==> src/rtl/player_motion_engine.sv <==
// Per-player motion state machine: walking, jumping, crouching, attacking and shielding.
// Everything advances once per movement tick, which comes from a free-running counter on the main clock.
module player_motion_engine #(
    parameter int TICK_MAX        = 714285,
    parameter int START_X         = 300,
    parameter int GROUND_Y        = 300,
    parameter int X_MIN           = 0,
    parameter int X_MAX           = 608,
    parameter int WALK_STEP       = 2,
    parameter int JUMP_V0         = 12,
    parameter int GRAVITY         = 1,
    parameter int ATTACK_TICKS    = 12,
    parameter int ATTACK_COOLDOWN = 20
) (
    input  logic       clk,
    input  logic       rst_l,
    input  logic [6:0] controller_inputs,
    output logic [9:0] player_x,
    output logic [9:0] player_y,
    output logic       facing,
    output logic [2:0] action,
    output logic       attack_active,
    output logic       shield_active,
    output logic       move_tick
);

    localparam int CW  = (TICK_MAX > 2) ? $clog2(TICK_MAX) : 1;
    localparam int TW  = $clog2(ATTACK_TICKS + 1);
    localparam int CDW = $clog2(ATTACK_COOLDOWN + 1);
    localparam int VW  = 8;
    localparam logic [CW-1:0] TICK_LAST = CW'(TICK_MAX - 1);

    typedef enum logic [2:0] {
        ST_IDLE   = 3'd0,
        ST_WALK   = 3'd1,
        ST_AIR    = 3'd2,
        ST_CROUCH = 3'd3,
        ST_ATTACK = 3'd4,
        ST_SHIELD = 3'd5
    } action_e;

    action_e               state_r, state_nx_s;
    logic [CW-1:0]         cnt_r;
    logic [9:0]            x_r, x_nx_s, y_r, y_nx_s;
    logic                  facing_r, facing_nx_s;
    logic signed [VW-1:0]  vel_r, vel_nx_s;
    logic [TW-1:0]         timer_r, timer_nx_s;
    logic [CDW-1:0]        cool_r, cool_nx_s;
    logic                  move_tick_r, attack_active_r, shield_active_r;
    logic                  tick_s, left_s, right_s, up_s, down_s, atk_s, shd_s, one_dir_s;
    logic signed [VW-1:0]  air_vel_s, air_vel_nx_s;
    logic signed [10:0]    next_y_s;
    logic                  land_s;
    logic [9:0]            air_y_s, step_x_s;
    action_e               air_state_s;

    // Clamped horizontal step; x saturates at the play-field edges instead of wrapping.
    function automatic logic [9:0] step_x(input logic [9:0] x, input logic lft, input logic rgt);
        logic [9:0] r;
        if (lft && !rgt) begin
            r = (x < 10'(X_MIN + WALK_STEP)) ? 10'(X_MIN) : x - 10'(WALK_STEP);
        end else if (rgt && !lft) begin
            r = (x > 10'(X_MAX - WALK_STEP)) ? 10'(X_MAX) : x + 10'(WALK_STEP);
        end else begin
            r = x;
        end
        return r;
    endfunction

    assign tick_s    = (cnt_r == TICK_LAST);
    assign left_s    = controller_inputs[1];
    assign right_s   = controller_inputs[2];
    assign up_s      = controller_inputs[3];
    assign down_s    = controller_inputs[4];
    assign atk_s     = controller_inputs[5];
    assign shd_s     = controller_inputs[6];
    assign one_dir_s = left_s ^ right_s;

    // Next-state and next-value computation for the coming tick.
    always_comb begin
        state_nx_s  = state_r;
        x_nx_s      = x_r;
        y_nx_s      = y_r;
        facing_nx_s = facing_r;
        vel_nx_s    = vel_r;
        timer_nx_s  = timer_r;
        cool_nx_s   = (cool_r != {CDW{1'b0}}) ? cool_r - CDW'(1'b1) : cool_r;
        step_x_s    = step_x(x_r, left_s, right_s);

        // The takeoff tick already performs the first airborne step at JUMP_V0.
        air_vel_s    = (state_r == ST_AIR) ? vel_r : VW'(JUMP_V0);
        next_y_s     = $signed({1'b0, y_r}) - {{(11-VW){air_vel_s[VW-1]}}, air_vel_s};
        land_s       = (next_y_s >= $signed(11'(GROUND_Y)));
        air_y_s      = land_s ? 10'(GROUND_Y) : next_y_s[9:0];
        air_vel_nx_s = land_s ? {VW{1'b0}} : air_vel_s - VW'(GRAVITY);
        air_state_s  = land_s ? ST_IDLE : ST_AIR;

        case (state_r)
            ST_IDLE, ST_WALK: begin
                if (shd_s) begin
                    state_nx_s = ST_SHIELD;
                end else if (atk_s && (cool_r == {CDW{1'b0}})) begin
                    state_nx_s = ST_ATTACK;
                    timer_nx_s = TW'(ATTACK_TICKS);
                end else if (up_s) begin
                    state_nx_s  = air_state_s;
                    x_nx_s      = step_x_s;
                    facing_nx_s = one_dir_s ? right_s : facing_r;
                    y_nx_s      = air_y_s;
                    vel_nx_s    = air_vel_nx_s;
                end else if (down_s) begin
                    state_nx_s = ST_CROUCH;
                end else if (one_dir_s) begin
                    state_nx_s  = ST_WALK;
                    x_nx_s      = step_x_s;
                    facing_nx_s = right_s;
                end else begin
                    state_nx_s = ST_IDLE;
                end
            end
            ST_AIR: begin
                state_nx_s  = air_state_s;
                x_nx_s      = step_x_s;
                facing_nx_s = one_dir_s ? right_s : facing_r;
                y_nx_s      = air_y_s;
                vel_nx_s    = air_vel_nx_s;
            end
            ST_CROUCH: begin
                y_nx_s = 10'(GROUND_Y);
                if (shd_s) begin
                    state_nx_s = ST_SHIELD;
                end else if (!down_s) begin
                    state_nx_s = ST_IDLE;
                end else begin
                    state_nx_s = ST_CROUCH;
                end
            end
            ST_ATTACK: begin
                if (timer_r <= TW'(1'b1)) begin
                    state_nx_s = ST_IDLE;
                    timer_nx_s = {TW{1'b0}};
                    cool_nx_s  = CDW'(ATTACK_COOLDOWN);
                end else begin
                    timer_nx_s = timer_r - TW'(1'b1);
                end
            end
            ST_SHIELD: begin
                if (!shd_s) begin
                    state_nx_s = ST_IDLE;
                end else begin
                    state_nx_s = ST_SHIELD;
                end
            end
            default: begin
                state_nx_s = ST_IDLE;
                vel_nx_s   = {VW{1'b0}};
                timer_nx_s = {TW{1'b0}};
            end
        endcase
    end

    // Free-running movement tick counter.
    always_ff @(posedge clk or negedge rst_l) begin
        if (!rst_l) begin
            cnt_r <= {CW{1'b0}};
        end else if (tick_s) begin
            cnt_r <= {CW{1'b0}};
        end else begin
            cnt_r <= cnt_r + CW'(1'b1);
        end
    end

    // Player state registers; they only move on the edge that ends a tick cycle.
    always_ff @(posedge clk or negedge rst_l) begin
        if (!rst_l) begin
            state_r         <= ST_IDLE;
            x_r             <= 10'(START_X);
            y_r             <= 10'(GROUND_Y);
            facing_r        <= 1'b1;
            vel_r           <= {VW{1'b0}};
            timer_r         <= {TW{1'b0}};
            cool_r          <= {CDW{1'b0}};
            move_tick_r     <= 1'b0;
            attack_active_r <= 1'b0;
            shield_active_r <= 1'b0;
        end else begin
            move_tick_r <= tick_s;
            if (tick_s) begin
                state_r         <= state_nx_s;
                x_r             <= x_nx_s;
                y_r             <= y_nx_s;
                facing_r        <= facing_nx_s;
                vel_r           <= vel_nx_s;
                timer_r         <= timer_nx_s;
                cool_r          <= cool_nx_s;
                attack_active_r <= (state_nx_s == ST_ATTACK);
                shield_active_r <= (state_nx_s == ST_SHIELD);
            end
        end
    end

    assign player_x      = x_r;
    assign player_y      = y_r;
    assign facing        = facing_r;
    assign action        = state_r;
    assign attack_active = attack_active_r;
    assign shield_active = shield_active_r;
    assign move_tick     = move_tick_r;

endmodule

==> config.mk <==
export PLATFORM = sky130hd
export DESIGN_NAME = player_motion_engine
export DESIGN_NICKNAME = d
export VERILOG_FILES = /design/src/rtl/player_motion_engine.sv
export SDC_FILE = /design/constraint.sdc
export NUM_CORES = 1
export LEC_CHECK = 0
export ABC_AREA = 1
export BUFFER_PORTS_ARGS = -buffer_cell sky130_fd_sc_hd__buf_2
export CORE_UTILIZATION = 40
export CTS_CLUSTER_DIAMETER = 30
export DETAILED_ROUTE_END_ITERATION = 8
export GPL_ROUTABILITY_DRIVEN = 0
export HOLD_SLACK_MARGIN = 0.1
export PLACE_DENSITY_LB_ADDON = 0.2
export SYNTH_ARGS = -nofsm -noshare
export SYNTH_HDL_FRONTEND = slang
export SYNTH_SLANG_ARGS = --single-unit
==> constraint.sdc <==
create_clock -name clk -period 3.5 [get_ports clk]
set_clock_uncertainty 0.05 [all_clocks]
set_input_delay 0.35 -clock clk [delete_from_list [all_inputs] [get_ports clk]]
set_output_delay 0.35 -clock clk [all_outputs]
set_load 0.05 [all_outputs]
---- Yosys cells after proc, flatten, opt, wreduce, memory -nomap -nowiden ----
Cells that the tools add are included.
word-level totals
  register bits ........................... 64
  input port bits ......................... 9
  output and inout bits ................... 27
  word-level logic and storage cells ...... 103
operators by class
  $add $sub $neg .......................... 7
  order comparisons ....................... 4
  eq/ne operators ......................... 14
  mux-type cells .......................... 46
  bitwise gates (word level) .............. 3
  reductions and logical operators ........ 18
operators by type and width
  operator                                                                               number
  10-bit two-way mux                                                                     13
  8-bit two-way mux                                                                      5
  10-bit one-hot mux with 3 select lines                                                 1
  8-bit one-hot mux with 3 select lines                                                  1
  20-bit by 1-bit adder with 20-bit output, second input constant                        1
  20-bit == test, second input constant                                                  1
  20-bit two-way mux                                                                     1
  10-bit one-hot mux with 2 select lines                                                 1
  3-bit two-way mux                                                                      5
  5-bit two-way mux                                                                      3
  3-bit one-hot mux with 5 select lines                                                  1
  5-bit AND reduction                                                                    3
  3-bit == test, second input constant                                                   4
  4-bit two-way mux                                                                      3
  4-bit one-hot mux with 3 select lines                                                  1
  11-bit by 10-bit greater-or-equal comparator with 1-bit output, second input constant  1
  10-bit by 11-bit subtractor with 11-bit output                                         1
  10-bit by 2-bit adder with 10-bit output, second input constant                        1
  10-bit > comparator, second input constant                                             1
  10-bit by 2-bit < comparator with 1-bit output, second input constant                  1
  10-bit by 2-bit subtractor with 10-bit output, second input constant                   1
  2-bit two-way mux                                                                      4
  2-bit != test, second input constant                                                   4
  8-bit by 1-bit subtractor with 8-bit output, second input constant                     1
  21 further kinds                                                                       33

---- Longest topological paths before layout ----
  word-level depth ........................ 10
  mapped depth ............................ 24

---- Least setup slack after synthesis ----
Ideal clock, no wire load.
  path kind ............................... register to register
  from .................................... register state_r[1], in the netlist action[1]
  to ...................................... register y_r[1], in the netlist player_y[1]
  setup time .............................. 0.118 ns
  arrival ................................. 2.767 ns
  path slack .............................. 0.564 ns
  cell stages (with the launch flop) ...... 19
  path buffers ............................ 1
  clock period less this slack ............ 2.936 ns
  cells stage by stage .................... dfrtp_1 -> nand2_2 -> nor2_8 -> inv_1 -> nor2_1 -> ha_1 -> inv_1 -> fa_1 -> nand4_1 -> nand3_1 -> nand2_1 -> nand2_1 -> nand2_1 -> nand3_1 -> nand2_1 -> nand2_4 -> buf_6 -> nand3_1 -> nand2_1
on the way
  cells in the longest elaborated chain, start to end .. 9
  elaborated cells on any way between the ends .. 18
  those cells by class .................... add/sub (1); order compare (1); eq/ne (6); mux (6); reduce/logical (4)
RTL lines
  element                                                         line    source
  from (decl)                                                     42      action_e state_r, state_nx_s;
  from (signal assigned)                                          189     state_r <= state_nx_s;
  3-bit by 2-bit == test with 1-bit output                        91, 98
  8-bit two-way mux                                               91      air_vel_s = (state_r == ST_AIR) ? vel_r : VW'(JUMP_V0);
  10-bit by 11-bit subtractor with 11-bit output                  92      next_y_s = $signed({1'b0, y_r}) - {{(11-VW){air_vel_s[VW-1]}}, air_vel_s};
  11-bit by 10-bit greater-or-equal comparator with 1-bit output  93      land_s = (next_y_s >= $signed(11'(GROUND_Y)));
  10-bit two-way mux                                              94      air_y_s = land_s ? 10'(GROUND_Y) : next_y_s[9:0];
  10-bit two-way mux                                              105     end else if (up_s) begin
  10-bit two-way mux                                              102     end else if (atk_s && (cool_r == {CDW{1'b0}})) begin
  10-bit two-way mux                                              100     if (shd_s) begin
  10-bit one-hot mux with 3 select lines                          98      case (state_r)
  to (signal assigned)                                            178     y_r <= 10'(GROUND_Y);
  to (signal assigned)                                            191     y_r <= y_nx_s;
  to (decl)                                                       44      logic [9:0] x_r, x_nx_s, y_r, y_nx_s;
Parallel ways exist; a longest one is shown, timed or not. The select of a mux whose other input is x is not followed.
A chain may end at the register's enable or synchronous reset.

---- Worst setup path after layout ----
  from .................................... register state_r[2], in the netlist action[2]
  to ...................................... register state_r[1], in the netlist action[1]
on the way
  cells in the longest elaborated chain, start to end .. 9
  elaborated cells on any way between the ends .. 15
  those cells by class .................... add/sub (1); order compare (1); eq/ne (5); mux (6); reduce/logical (2)
RTL lines
  element                                                         line    source
  3-bit by 2-bit == test with 1-bit output                        91, 98
  8-bit two-way mux                                               91
  10-bit by 11-bit subtractor with 11-bit output                  92
  11-bit by 10-bit greater-or-equal comparator with 1-bit output  93
  2-bit two-way mux                                               96      air_state_s = land_s ? ST_IDLE : ST_AIR;
  2-bit two-way mux                                               105
  3-bit two-way mux                                               102
  3-bit two-way mux                                               100
  3-bit one-hot mux with 5 select lines (*)                       98
Mark *: on every way between the ends. The rest lies on a longest branch, timed or not.

==> reports/metrics.csv <==
stage,metric,value,unit
detailed_routing,highest_layer,met4,
worst_setup_path,path_class,flop to flop,
detailed_routing,wl_met3,428,µm
power,p_per_area,307,nW/µm²
floorplanning,ios,36,
detailed_routing,vias,3866,
placement,place_area,4520,µm²
sta,fmax,320,MHz
sta,slew_headroom,0.453,
floorplanning,initial_core_util,0.411,
sta,setup-tns-final,0,ns
global_routing,grt_util_all_layers,0.190,
detailed_routing,dr_wl_met2,4680,µm
synthesis,ys.flop_type,dfrtp_1,
sta,drv_slew,0,
run,cap_violations,0,
floorplanning,core_area,10200,µm²
clocking,cts_made_buffers,9,
placement,port_buffers,33,
worst_setup_path,cp.arrival,3.36,ns
synthesis,synth_edf_count,0,
synthesis,synth_area_leaders,"dfrtp_1, nand2_1, inv_1",
global_routing,antenna_found_initial,0,
sta,fin_crit,3.13,ns
global_routing,grt_pass1_wl,16700,µm
power,ir_drop,218,µV
clocking,clk_path_buf_depth,2,
sta,setup_viol,0,
synthesis,synth_most_common_cell,nand2_1,
clocking,cts_tree,yes,
synthesis,synth_top_area_share,0.322,
final_layout,final_layout_size_suffix_gt1_frac,0.137,
worst_setup_path,worst_setup_path_start_kind,flop,
clocking,postCtsSetupBuffers,0,
worst_setup_path,worstPathMaxFanout,19,
synthesis,syn_nets,595,
power,leakagePower,2.42,nW
clocking,htreeDepth,3,
sta,fin_crit_sh,0.893,
detailed_routing,dr.pass1.iters,4,
synthesis,netlist_area,4200,µm²
sta,hold_violations,0,
clocking,clkLatencyLatePin,0.35,ns
synthesis,ys_seq_area_frac,0.378,
global_routing,grt_max_degree,33,
final_layout,areaGrowthSynthToFinish,13.0,%
sta,rsz0062_at_grt,false,
synthesis,ys_types,48,
floorplanning,placementRows,37,
detailed_routing,wire_per_inst,13.0,µm
clocking,cts_root_buffer,clkbuf_8,
sta,hold_slack,0.172,ns
clocking,clock_sinks,63,
synthesis,synth_common_cells,"nand2_1, inv_1, nor2_1",
synthesis,synth_area_per_cell,7.41,µm²
global_routing,grt_pass1_vias,3725,
final_layout,n_antenna_cell,0,
hold_path,min_path_type,input port to flop,
detailed_routing,detail_route.drc_violations,0,
final_layout,final_area,4750,µm²
final_layout,fin_cells,751,
clocking,clkTransAtPathRegs,0.08,ns
synthesis,synth_seq_cells,63,
worst_setup_path,critPathRequiredTime,3.74,ns
floorplanning,die_w,104,µm
synthesis,yosys_warnings,0,
sta,worstMarginPinSlew,0.817,ns
detailed_routing,drt_iter0_markers,240,
global_routing,grt_overflow_total,0,
synthesis,synth-async-reset-ratio,1.00,
synthesis,syn_inst,567,
worst_setup_path,crit_path_end_kind,flop,
floorplanning,die-area,10900,µm²
final_layout,fin_util,0.464,
run_status,status,finished clean,
detailed_routing,vias_per_cell,5.15,
final_layout,nets,638,
detailed_routing,m1WireLength,4560,µm
floorplanning,die_h,104,µm
detailed_routing,detail-route-antenna-nets,0,
placement,post-dp-hpwl,7380,µm
synthesis,yosys.area.top_type,dfrtp_1,
detailed_routing,routed_wl,9740,µm
placement,dp_cells,734,
critical path, stage by stage (launching register included):
cell and delay (ns):
dfrtp_1 0.44, inv_2 0.12, nand2_2 0.11, nor2_8 0.18
inv_1 0.11, nor2_1 0.18, ha_1 0.17, inv_1 0.05
fa_1 0.41, nand4_1 0.15, nand3_1 0.11, nand2_1 0.10
nand2_1 0.07, nand2_1 0.07, nand2_1 0.06, nand2_1 0.08
nand2_1 0.09, nand2_4 0.22, nand2_1 0.08, nand2_1 0.08
nand2_1 0.05, nand2_1 0.06
cells by family after synthesis:
group,Yosys count,synth area share
mux,1,0.00268
fa+ha+maj,19,0.0584
xor+xnor,26,0.0542
flops,63,0.378
compound gates,76,0.107
buf+inv,97,0.0905
other cells,1,0.000893
simple gates,284,0.309
worst paths after layout:
| path | from | cells after the start | slack (ns) | endpoint |
|---|---|---|---|---|
| worst max-delay path | action[2]$_DFFE_PN0P_ | 21 | 0.37 | action[1]$_DFFE_PN0P_ |
| worst min-delay path | controller_inputs[2] | 3 | 0.17 | facing$_DFFE_PN1P_ |
| worst max register to register | action[2]$_DFFE_PN0P_ | 21 | 0.37 | action[1]$_DFFE_PN0P_ |
| worst min register to register | vel_r[2]$_DFFE_PN0P_ | 2 | 0.44 | vel_r[2]$_DFFE_PN0P_ |
| max in group asynchronous | rst_l | 3 | 1.91 | player_x[2]$_DFFE_PN1P_ |
| min in group asynchronous | rst_l | 2 | 0.56 | cnt_r[14]$_DFF_PN0_ |
per-layer routing:
metal  track usage  vias up
li1              -     1946
met1         0.236     1830
met2         0.327       82
met3        0.0501        8
met4        0.0480        0
met5             0        -
power breakdown:
group          leakage (nW)  internal, mW  switching [mW]
combinational          1.53       0.00754          0.0278
clock                 0.102         0.398           0.296
sequential            0.792         0.728               0
placed cells by master, fill, tap and decap left out, types with 2 or more instances in the layout:
cell and instances:
nor3_1 23, xnor2_1 5, buf_4 3, dfstp_2 9, nor2_2 3, nand2_1 130
nand3b_1 4, nor4_1 7, nand4_1 11, ha_1 18, buf_2 33, a22oi_1 2
clkinv_2 2, xor2_1 21, clkbuf_8 9, clkinvlp_4 2, o211ai_1 2, bufinv_16 2
nand3_1 40, a31oi_1 3, o21ai_0 24, dfrtp_1 54, a21oi_1 28, inv_2 6
inv_1 85, a21oi_2 3, nor2_1 55, o31ai_1 3, nand3_2 3, a211oi_1 2
o21ai_1 2
final cells by class:
class / count / area [µm²]
timing repair buffer: 37 / 198
sequential: 63 / 1590
inverter: 92 / 345
clock buffer: 10 / 128
fill: 1044 / 5480
tap: 136 / 170
clock inverter: 6 / 85.1
multi-input combinational: 407 / 2230
metrics by stage:
| stage | total power [mW] | worst slack (ns) |
|---|---|---|
| after floorplan | 0.754 | 0.564 |
| after global placement | 0.777 | 0.421 |
| after detailed placement | 0.778 | 0.404 |
| after CTS | 1.49 | 0.390 |
| after global routing | 1.51 | 0.0133 |
| final | 1.46 | 0.375 |
registers in the layout (all words and copies together), names as in the netlist:
| signal | count |
|---|---|
| move_tick | 1 |
| timer_r | 4 |
| shield_active | 1 |
| action | 3 |
| facing | 1 |
| cnt_r | 20 |
| cool_r | 5 |
| player_y | 10 |
| vel_r | 8 |
| player_x | 9 |
| attack_active | 1 |
repair_timing:
item                                   CTS  global route
gates resized for setup                  0             0
hold buffers                             1             0
endpoints found under the hold margin   27             0
Power figures use the tool's default switching activity.
